$ cat src/rtl/time_display_ctrl.sv
// Countdown/overdue timer with a sign+BCD count, a frame-synchronised shadow copy,
// and a three-slot (minus, tens, ones) pixel decoder for a shared glyph renderer.
module time_display_ctrl #(
    parameter int unsigned TICK_DIV = 25000000,
    parameter int unsigned X0       = 600,
    parameter int unsigned Y0       = 20,
    parameter int unsigned WIDTH    = 18,
    parameter int unsigned HEIGHT   = 25,
    parameter int unsigned GAP      = 2
) (
    input  logic        i_clk,
    input  logic        i_rst_n,
    input  logic        i_start,
    input  logic [6:0]  i_load_val,
    input  logic        i_pause,
    input  logic        i_clear,
    input  logic        i_frame_start,
    input  logic [12:0] i_H_Cont,
    input  logic [12:0] i_V_Cont,
    output logic        o_en,
    output logic        o_minus,
    output logic [3:0]  o_time,
    output logic [12:0] o_x,
    output logic [12:0] o_y,
    output logic        o_expired,
    output logic [1:0]  o_state
);

    localparam int unsigned PW    = $clog2(TICK_DIV);
    localparam int unsigned PITCH = WIDTH + GAP;

    localparam logic [PW-1:0] PRE_MAX = PW'(TICK_DIV - 1);

    localparam logic [12:0] X0_C  = 13'(X0);
    localparam logic [12:0] Y0_C  = 13'(Y0);
    localparam logic [12:0] S1_X  = 13'(X0 + PITCH);
    localparam logic [12:0] S2_X  = 13'(X0 + 2 * PITCH);
    localparam logic [12:0] S0_E  = 13'(X0 + WIDTH);
    localparam logic [12:0] S1_E  = 13'(X0 + PITCH + WIDTH);
    localparam logic [12:0] S2_E  = 13'(X0 + 2 * PITCH + WIDTH);
    localparam logic [12:0] Y_END = 13'(Y0 + HEIGHT);

    typedef enum logic [1:0] {
        ST_IDLE  = 2'b00,
        ST_COUNT = 2'b01,
        ST_OVER  = 2'b10,
        ST_SAT   = 2'b11
    } state_e;

    state_e        state_q, state_d;
    logic          sign_q, sign_d;
    logic [3:0]    tens_q, tens_d;
    logic [3:0]    ones_q, ones_d;
    logic [PW-1:0] pre_q, pre_d;
    logic          expired_q, expired_d;

    logic          sh_sign_q;
    logic [3:0]    sh_tens_q;
    logic [3:0]    sh_ones_q;
    logic          sh_act_q;

    logic          running;
    logic          tick;
    logic [7:0]    load_bcd;
    logic          in_rows;

    // Clamp to 99 and split into BCD with a compare chain instead of a divider.
    function automatic logic [7:0] to_bcd(input logic [6:0] v);
        logic [6:0] r;
        logic [3:0] t;
        r = (v > 7'd99) ? 7'd99 : v;
        t = 4'd0;
        for (int k = 1; k <= 9; k++) begin
            if (r >= 7'(10 * k)) t = 4'(k);
        end
        r = r - 7'(10 * t);
        return {t, 4'(r)};
    endfunction

    always_ff @(posedge i_clk or negedge i_rst_n) begin
        if (!i_rst_n) begin
            state_q   <= ST_IDLE;
            sign_q    <= 1'b0;
            tens_q    <= 4'd0;
            ones_q    <= 4'd0;
            pre_q     <= '0;
            expired_q <= 1'b0;
        end else begin
            state_q   <= state_d;
            sign_q    <= sign_d;
            tens_q    <= tens_d;
            ones_q    <= ones_d;
            pre_q     <= pre_d;
            expired_q <= expired_d;
        end
    end

    // Next state: clear beats start beats tick.
    always_comb begin
        state_d   = state_q;
        sign_d    = sign_q;
        tens_d    = tens_q;
        ones_d    = ones_q;
        pre_d     = pre_q;
        expired_d = 1'b0;
        running   = ((state_q == ST_COUNT) || (state_q == ST_OVER)) && !i_pause;
        tick      = running && (pre_q == PRE_MAX);
        load_bcd  = to_bcd(i_load_val);

        if (i_clear) begin
            state_d = ST_IDLE;
            sign_d  = 1'b0;
            tens_d  = 4'd0;
            ones_d  = 4'd0;
            pre_d   = '0;
        end else if (i_start) begin
            state_d = ST_COUNT;
            sign_d  = 1'b0;
            tens_d  = load_bcd[7:4];
            ones_d  = load_bcd[3:0];
            pre_d   = '0;
        end else if (running) begin
            pre_d = tick ? '0 : pre_q + PW'(1);
            if (tick) begin
                if (state_q == ST_COUNT) begin
                    if ((tens_q == 4'd0) && (ones_q == 4'd0)) begin
                        ones_d  = 4'd1;
                        sign_d  = 1'b1;
                        state_d = ST_OVER;
                    end else begin
                        if (ones_q == 4'd0) begin
                            ones_d = 4'd9;
                            tens_d = tens_q - 4'd1;
                        end else begin
                            ones_d = ones_q - 4'd1;
                        end
                        expired_d = (tens_q == 4'd0) && (ones_q == 4'd1);
                    end
                end else begin
                    if (ones_q == 4'd9) begin
                        ones_d = 4'd0;
                        tens_d = tens_q + 4'd1;
                    end else begin
                        ones_d = ones_q + 4'd1;
                    end
                    if ((tens_q == 4'd9) && (ones_q == 4'd8)) state_d = ST_SAT;
                end
            end
        end
    end

    // Shadow copy taken only at frame start so a frame never shows a torn count.
    always_ff @(posedge i_clk or negedge i_rst_n) begin
        if (!i_rst_n) begin
            sh_sign_q <= 1'b0;
            sh_tens_q <= 4'd0;
            sh_ones_q <= 4'd0;
            sh_act_q  <= 1'b0;
        end else if (i_frame_start) begin
            sh_sign_q <= sign_q;
            sh_tens_q <= tens_q;
            sh_ones_q <= ones_q;
            sh_act_q  <= (state_q != ST_IDLE);
        end
    end

    assign o_state   = state_q;
    assign o_expired = expired_q;

    // Slot decode is combinational so the renderer sees no extra latency.
    always_comb begin
        o_en    = 1'b0;
        o_minus = 1'b0;
        o_time  = 4'd0;
        o_x     = X0_C;
        o_y     = Y0_C;
        in_rows = (i_V_Cont >= Y0_C) && (i_V_Cont < Y_END);

        if (in_rows && (i_H_Cont >= X0_C) && (i_H_Cont < S0_E)) begin
            o_minus = 1'b1;
            o_en    = sh_sign_q && sh_act_q;
        end else if (in_rows && (i_H_Cont >= S1_X) && (i_H_Cont < S1_E)) begin
            o_time = sh_tens_q;
            o_en   = sh_act_q;
            o_x    = S1_X;
        end else if (in_rows && (i_H_Cont >= S2_X) && (i_H_Cont < S2_E)) begin
            o_time = sh_ones_q;
            o_en   = sh_act_q;
            o_x    = S2_X;
        end
    end

endmodule
$ cat config.mk
export PLATFORM = sky130hd
export DESIGN_NAME = time_display_ctrl
export DESIGN_NICKNAME = d
export VERILOG_FILES = /design/src/rtl/time_display_ctrl.sv
export SDC_FILE = /design/constraint.sdc
export NUM_CORES = 1
export LEC_CHECK = 0
export ABC_AREA = 1
export CAP_MARGIN = 20
export CORE_AREA = 2 2 84 118
export DETAILED_ROUTE_END_ITERATION = 16
export DIE_AREA = 0 0 86 120
export PLACE_DENSITY = 0.66
export SYNTH_ARGS = -nofsm -noshare
export SYNTH_HDL_FRONTEND = slang
export SYNTH_SLANG_ARGS = --single-unit
export TNS_END_PERCENT = 50
$ cat constraint.sdc
create_clock -name i_clk -period 2.3 [get_ports i_clk]
set_input_delay 0.46 -clock i_clk [delete_from_list [all_inputs] [get_ports i_clk]]
set_output_delay 0.46 -clock i_clk [all_outputs]
set_load 0.02 [all_outputs]
### After elaboration in Yosys (flattened, before gate mapping)

Cells that the tools add are included.

* register bits: 47
* output and inout bits: 35

* $add $sub $neg: 6
* multiply operators: 1
* magnitude comparators: 18
* equal/unequal tests: 10
* muxes and demuxes: 59
* reductions and logical operators: 28

Operator list (number)
* 2-to-1 mux 4 bit: 27
* 2-to-1 mux 25 bit: 4
* greater-or-equal comparator 13 x 10 -> 1 bit (second input constant): 3
* less-than comparator 13 x 10 -> 1 bit (second input constant): 3
* adder 25 x 1 -> 25 bit (second input constant): 1
* == test 25 bit (second input constant): 1
* 2-to-1 mux 8 bit: 3
* greater-or-equal comparator 7 x 6 -> 1 bit (second input constant): 3
* greater-or-equal comparator 7 bit (second input constant): 3
* 2-to-1 mux 1 bit: 17
* greater-or-equal comparator 7 x 5 -> 1 bit (second input constant): 2
* 2-to-1 mux 2 bit: 7
* greater-or-equal comparator 13 x 5 -> 1 bit (second input constant): 1
* logical AND 1 bit: 13
* less-than comparator 13 x 6 -> 1 bit (second input constant): 1
* == test 4 bit (second input constant): 3
* nonzero test 3 bit: 4
* adder 4 x 1 -> 4 bit (second input constant): 2
* zero test 4 bit: 2
* != test 4 x 3 -> 1 bit (second input constant): 2
* AND reduction 4 bit: 2
* nonzero test 4 bit: 2
* subtractor 4 x 1 -> 4 bit (second input constant): 2
* greater-or-equal comparator 7 x 4 -> 1 bit (second input constant): 1
* 13 further kinds: 13

### Depth between registers and ports, before layout

Gate-level depths: netlist of the first run.

* depth in word-level cells: 16
* gate-level depth with buffers: 24
* depth with buffers taken out: 24

### Least setup slack after synthesis of the first run

OpenSTA, ideal clock, no wires.

* kind: input to output
* start point: in i_V_Cont[11]
* end point: out o_en
* data arrival time: 2.223 ns
* required time: 1.840 ns
* setup slack: -0.383 ns
* stages: 7
* buffers on the path: 0
* cells stage by stage: nor4_1 nand3_1 nor2_1 nand2_1 a311oi_1 nand2_1 a21boi_0

* cells in the longest elaborated chain, start to end: 7
* elaborated cells between the ends (all ways): 12

Ends and longest elaborated chain
* from (decl): line 19 `input logic [12:0] i_V_Cont,`
* greater-or-equal comparator 13 x 5 -> 1 bit or less-than comparator 13 x 6 -> 1 bit (tied branches): line 177 `in_rows = (i_V_Cont >= Y0_C) && (i_V_Cont < Y_END);`
* logical AND 1 bit (*): line 177
* logical AND 1 bit (2 in series): line 186 `end else if (in_rows && (i_H_Cont >= S2_X) && (i_H_Cont < S2_E)) begin`
* 2-to-1 mux 1 bit: line 186
* 2-to-1 mux 1 bit: line 182 `end else if (in_rows && (i_H_Cont >= S1_X) && (i_H_Cont < S1_E)) begin`
* 2-to-1 mux 1 bit (*): line 179 `if (in_rows && (i_H_Cont >= X0_C) && (i_H_Cont < S0_E)) begin`
* to (decl): line 20 `output logic o_en,`

Every way passes the cells marked *; elsewhere a longest branch is shown, timed or not.

### Worst setup path after layout of the first run

* start point: in i_load_val[5]
* end point: reg ones_q[3]

* cells in the longest elaborated chain, start to end: 16
* elaborated cells between the ends (all ways): 24

Ends and longest elaborated chain
* from (decl): line 14 `input logic [6:0] i_load_val,`
* > comparator 7 bit: line 71 `r = (v > 7'd99) ? 7'd99 : v;`
* 2-to-1 mux 7 bit (*): line 71
* greater-or-equal comparator 7 x 4 -> 1 bit: line 74 `if (r >= 7'(10 * k)) t = 4'(k);`
* 2-to-1 mux 1 bit: line 74
* 2-to-1 mux 4 bit (8 in series): line 74
* multiplier 3 x 4 -> 3 bit: line 76 `r = r - 7'(10 * t);`
* subtractor 4 bit (*): line 76
* 2-to-1 mux 4 bit (*): line 116 `end else if (i_start) begin`
* 2-to-1 mux 4 bit (*): line 110 `if (i_clear) begin`
* to (signal assigned): line 92 `ones_q <= ones_d;`
* to (decl): line 53 `logic [3:0] ones_q, ones_d;`

Marks and branches as above.
A chain may end at the register's enable or synchronous reset.

==> results of run 1 <==
-- metal layers --
| metal | track usage, % | part of all wire [%] | up-vias |
|---|---|---|---|
| li1 | - | - | 1720 |
| met1 | 19.11 | 40 | 1601 |
| met2 | 32.32 | 55 | 75 |
| met3 | 1.857 | 2.9 | 15 |
| met4 | 7.341 | 2.4 | 0 |
| met5 | 0 | 0 | - |
-- what timing repair did --
action | in CTS | in global routing
pin swaps | 36 | 33
endpoints found under the setup margin | 14 | 22
resized for setup | 141 | 41
gates cloned | 0 | 0
buffers inserted | 16 | 4
-- layout by cell type, fill, tap and decap left out, drive strengths merged, types with 2 or more instances in the layout --
master | netlist | final
xnor2 | 2 | 2
clkdlybuf4s50 | 0 | 8
a21oi | 23 | 23
nand2 | 93 | 93
o21ai | 36 | 36
fa | 2 | 2
o211ai | 3 | 3
a311oi | 2 | 2
o31ai | 2 | 2
dlygate4sd2 | 0 | 9
xor2 | 6 | 6
nand4 | 5 | 5
nor3 | 18 | 18
ha | 6 | 6
a32o | 3 | 3
clkdlybuf4s15 | 0 | 8
dfrtp | 47 | 47
conb | 2 | 20
a31oi | 6 | 6
nor4 | 4 | 4
o21a | 2 | 2
nor2 | 55 | 55
nand3 | 26 | 26
inv | 74 | 74
clkbuf | 2 | 12
buf | 27 | 86
clkinv | 3 | 5
o22ai | 10 | 10
-- registers in the layout (all words and copies together), names as in the netlist --
register / flops
ones_q: 4
sh_tens_q: 4
o_expired: 1
sh_sign_q: 1
tens_q: 4
sign_q: 1
pre_q: 25
o_state: 2
sh_ones_q: 4
sh_act_q: 1
-- final cells by class --
type / instances / area, sq um / share of cell area, %
Multi-Input combinational cell: 333 / 1948 / 41.41
Sequential cell: 47 / 1176 / 25.00
Clock inverter: 3 / 43.79 / 0.9309
Tap cell: 110 / 137.6 / 2.926
Timing Repair Buffer: 119 / 977.2 / 20.77
Clock buffer: 5 / 125.1 / 2.660
Inverter: 77 / 296.5 / 6.303
-- per-stage QoR --
step	worst slack, ns	total power (W)	setup TNS (ns)
2_1_floorplan	-0.2373	0.001337	-0.4738
3_3_place_gp	-0.7642	0.001549	-9.244
3_5_place_dp	-0.9395	0.001571	-9.695
4_1_cts	-0.2749	0.002444	-0.3174
5_1_grt	-0.3789	0.002594	-0.5302
6_report	-0.2303	0.002451	-0.2303
-- worst max-delay path, delay by kind of cell --
family	cells	cell delay, ns
buf+inv	4	0.35
fa+ha+maj	2	0.48
xor+xnor	2	0.31
simple gates	16	1.11
-- logic make-up after synthesis --
logic type / after synthesis
mux: 1
simple gates: 203
fa+ha+maj: 8
flops: 47
other cells: 2
buf+inv: 106
compound gates: 93
xor+xnor: 8
-- power by group through the flow --
stage | logic, W | registers (W) | clock network (W)
floorplan | 0.000401 | 0.000937 | 0
global placement | 0.000599 | 0.000951 | 0
detailed placement | 0.000618 | 0.000953 | 0
CTS | 0.000656 | 0.000938 | 0.000850
global route | 0.000760 | 0.000947 | 0.000887
finish | 0.000681 | 0.000938 | 0.000831
-- worst paths after layout --
check	end	slack (ns)	depth (start not counted)
worst max-delay path	ones_q[3]$_DFFE_PN0P_	-0.23	24
worst min-delay path	pre_q[15]$_DFFE_PN0P_	0.13	1
worst max register to register	tens_q[3]$_DFFE_PN0P_	0.22	9
worst min register to register	sh_sign_q$_DFFE_PN0P_	0.48	2
max in group asynchronous	sh_tens_q[0]$_DFFE_PN0P_	1.56	2
min in group i_clk	sh_sign_q$_DFFE_PN0P_	0.48	2
==> metrics, run 1 <==
status finished with violations; failing checks negative setup slack; Post-synth EDFFs 0; WP data required 2.49 ns; worst setup margin -0.2303 ns; effective utilization at floorplan 36.08%; fillers 883; Pre-antenna DRT Iters 4; compound-cell area share of the yosys netlist 16.33%; FP Rows 42; final WL 8660 um; number of diodes 0; sequential area share after synthesis 35.05%; Clock Skew 0.01040 ns; maximum net fanout on the critical path 3; Die X 86 um; ys flop type dfrtp_1; port buffer count 52; unrepaired setup endpoints after global routing true; sequential group share of total power 38.3%; sw frac 30.91%; H-tree Lvls 2; vias per inst 4.915; Avg Cell Area, Syn 7.170 sq um; DP HPWL 6572 um; critical path launch point type input port; vias in the first global route 3281; post-synthesis simple-gate area fraction 27.85%; final hold vios 0; Psw 0.0007574 W; Critical Path Most Common Cell nand2_1; Hold-fix buffers, CTS 0; Critical Setup Path Class in -> reg; number of remaining DRC errors 0; design area 4705 sq um; root buf cell clkbuf_16; Synth area leaders dfrtp_1, nand2_1, inv_1, buf_4, o21ai_0; minimum clock period 2.530 ns; Synth-to-Final Area Change 40.19%; clk_lat worst skew 0.29 ns; Setup violations, final 1; reg-to-reg startpoint o_state[1]$_DFFE_PN0P_; first-pass GRT wire length 14440 um; WL per Instance 12.48 um; initial antenna violation count 0; Gate power share 27.8%; cell accounting for the most synthesized area dfrtp_1; Max Slew Vio Count 0; DP Cell Count 667; worst vdd ir 0.0002697 V; Hold WC Path Type in -> async; total number of vias 3411; routability cong. 0.8368; CTS tree built; Syn. warnings 0; Die ar. 10320 sq um; Final ANT Viol Nets 0; critical path capture point type flip-flop; Post-Synth XOR/XNOR Area 2.088%; actual slew at the worst max-slew pin 0.5085 ns; Post-Synth Adder-Cell Area 3.430%; CTS max path bufs 2; Mapped Cells 468; CP Launch Point i_load_val[5]; clock power share 33.9%; area post-placement 4260 sq um; Hold Slack 0.1293 ns; combinational family with the most area after synthesis simple AND/OR/NAND/NOR gates; Pleak 2.201 nW; CP Cell Sequence buf_6 > nand2_4 > clkinv_4 > nor2_4 > nand2_2 > nor2_1 > nor2_1 > nand2_1 > nand2_1 > nand2_1 > nand2_1 > nand2_1 > nand2_2 > nand2_4 > ha_4 > inv_2 > fa_2 > xnor2_2 > xor2_1 > buf_4 > nand3_2 > nand3_2 > nand2_1 > nand2_1; Mapped Area 3356 sq um; largest net degree at the start of global routing 23; slowest cell on the critical path fa_2; Power Internal 0.001693 W; Layout Nets 630; share of post-route cells with drive strength above 1 29.11%; Power Density 520.9 nW/um^2; Yosys reg bits 47; Worst EP arrival 2.72 ns; MaxCap Viol Count 0; TritonCTS buffer count 5; Clock transition at path regs 0.07 ns; post-synth top area share 35.05%; Synth cell types 46; mux cell area share after synthesis 0.2983%; remaining global-route overflow 0; Total GRT Usage 17.22%; Core Footprint 9301 sq um; drt initial violations 185; slew margin rel. 66.00%; Layout Utilization 50.58%; Crit path largest cell delay 0.34 ns; Layout Cells excl Fill 694; Post-synth top cells nand2_1, inv_1, dfrtp_1; die height 120 um; period utilization 110.0%; # IOs 74; Sink Count 47; count leader, synth nand2_1; Async S/R FF share, synth 100.0%; f_max 0.3952 GHz
(Power assumes the default switching activity.)
==> inputs of run 2 (changes only) <==
--- a/config.mk
+++ b/config.mk
@@ -10,6 +10,7 @@
 export CORE_AREA = 2 2 84 118
 export DETAILED_ROUTE_END_ITERATION = 16
 export DIE_AREA = 0 0 86 120
+export MAX_ROUTING_LAYER = met4
 export PLACE_DENSITY = 0.66
 export SYNTH_ARGS = -nofsm -noshare
 export SYNTH_HDL_FRONTEND = slang
==> metrics, run 2 (synthesis gave the netlist of run 1 again) <==
status finished with violations; failing checks negative setup slack; root buf cell clkbuf_16; Layout Nets 630 (unchanged); vias per inst 4.937 (+0.44%); routability cong. 0.8497 (+1.5%); Sink Count 47 (unchanged); Buf/Inv on CP 4 (unchanged); final hold vios 0 (unchanged); maximum net fanout on the critical path 3 (unchanged); final WL 8650 um (-0.12%); Pre-antenna DRT Iters 5 (+1); drt initial violations 187 (+1.1%); f_max 0.3956 GHz (+0.11%); Setup violations, final 1 (unchanged); setup TNS -0.2275 ns (+0.002775 ns); Core Footprint 9301 sq um (unchanged); Crit path largest cell delay 0.34 ns (about the same); slew margin rel. 65.94% (about the same); Total Power 0.002453 W (about the same); Final ANT Viol Nets 0 (unchanged); Worst EP arrival 2.72 ns (about the same); CTS max path bufs 2 (unchanged); Die ar. 10320 sq um (unchanged); clock power share 34.0% (about the same); sw frac 30.96% (+0.059 points); Gate power share 27.8% (about the same); slowest cell on the critical path fa_2; unrepaired setup endpoints after global routing true; CP Cell Sequence buf_6 > nand2_4 > clkinv_4 > nor2_4 > nand2_2 > nor2_1 > nor2_1 > nand2_1 > nand2_1 > nand2_1 > nand2_1 > nand2_1 > nand2_2 > nand2_4 > ha_4 > inv_2 > fa_2 > xnor2_2 > xor2_1 > buf_4 > nand3_2 > nand3_2 > nand2_1 > nand2_1; CP Launch Point i_load_val[5]; largest net degree at the start of global routing 23 (unchanged); initial antenna violation count 0 (unchanged); period utilization 109.9% (-0.12 points); minimum clock period 2.528 ns (-0.002775 ns); Hold WC Path Type in -> async; Top reg by flops pre_q; Hold Slack 0.1284 ns (-0.0009660 ns); reg-to-reg startpoint o_state[1]$_DFFE_PN0P_; Power Density 521.4 nW/um^2 (about the same); Pleak 2.201 nW (unchanged); H-tree Lvls 2 (unchanged); Synth-to-Final Area Change 40.19% (unchanged); number of diodes 0 (unchanged); Clock transition at path regs 0.07 ns (about the same); worst vdd ir 0.0002692 V (-0.16%); share of post-route cells with drive strength above 1 29.11% (unchanged); WL per Instance 12.46 um (-0.12%); Power Internal 0.001693 W (about the same); CTS tree built; critical path launch point type input port; WP data required 2.49 ns (about the same); # IOs 74 (unchanged); Critical Path Most Common Cell nand2_1; worst setup margin -0.2275 ns (+0.002775 ns); Total GRT Usage 17.69% (+0.47 points); number of remaining DRC errors 0 (unchanged); Crit path depth 24 (unchanged); R2R cell count 9 (unchanged); Critical Setup Path Class in -> reg; most frequent cells in the layout nand2_1, buf_4, inv_1; Die X 86 um (unchanged); Max Slew Vio Count 0 (unchanged); actual slew at the worst max-slew pin 0.5109 ns (+0.002395 ns); commonest non-fill, non-tap cell in the layout nand2_1; vias in the first global route 3281 (unchanged); die height 120 um (unchanged); Clock Skew 0.01190 ns (+0.001498 ns); first-pass GRT wire length 14450 um (about the same); DP HPWL 6572 um (unchanged); FP Rows 42 (unchanged); effective utilization at floorplan 36.08% (unchanged); Crit path max-delay family simple AND/OR/NAND/NOR gates; remaining global-route overflow 0 (unchanged); Psw 0.0007595 W (+0.28%); total number of vias 3426 (+0.44%); port buffer count 52 (unchanged); clk_lat worst skew 0.30 ns (about the same); Hold-fix buffers, CTS 0 (unchanged); pre-CTS setup slack -0.9395 ns (unchanged); max reg flops 25 (unchanged); TritonCTS buffer count 5 (unchanged); sequential group share of total power 38.2% (about the same); MaxCap Viol Count 0 (unchanged); critical path capture point type flip-flop
## run 2: cell counts in the layout (fill, tap and decap cells not counted)
No cell type changed its count.
## run 2: final timing paths
check,slack (ns),end
max,-0.23,ones_q[3]$_DFFE_PN0P_
min,0.13,pre_q[15]$_DFFE_PN0P_
max reg2reg,0.21,tens_q[3]$_DFFE_PN0P_
min reg2reg,0.48,sh_sign_q$_DFFE_PN0P_
max in group asynchronous,1.56,sh_tens_q[0]$_DFFE_PN0P_
min in group i_clk,0.48,sh_sign_q$_DFFE_PN0P_
## run 2: final cells by class
cell class,count,area (sq um)
well taps,110,137.6
fillers,883,4597
flip-flops and latches,47,1176
clock buffers,5,125.1
inverters,77,296.5
multi-input cells,333,1948
repair buffers,119,977.2
clock inverters,3,43.79
## run 2: repair_timing
action                                  4_1_cts  5_1_grt
endpoints found under the setup margin       14       22
pin swaps                                    36       33
buffers inserted                             16        4
gates resized for setup                     141       41
## run 2: metal layers
| metal | part of all wire (%) | GRT usage, % | vias up |
|---|---|---|---|
| met1 | 40 | 19.11 | 1617 |
| met3 | 2.9 | 1.857 | 12 |
| li1 | - | - | 1719 |
| met4 | 1.7 | 7.341 | 0 |
| met2 | 56 | 32.32 | 78 |
| met5 | 0 | - | - |
## run 2: power groups by stage
stage	Sequential, W	Combinational, W	Clock (W)
after CTS	0.000938	0.000656	0.000850
final	0.000938	0.000681	0.000834
after detailed placement	0.000953	0.000618	0
after global placement	0.000951	0.000599	0
after floorplan	0.000937	0.000401	0
after global routing	0.000947	0.000760	0.000887
## run 2: stage by stage
stage	std cells	util, %	area [sq um]
final	694	50.58	4705
after global routing	694	50.58	4705
after CTS	691	49.72	4624
after detailed placement	667	45.80	4260
after global placement	667	45.80	4260
after floorplan	486	-	3451
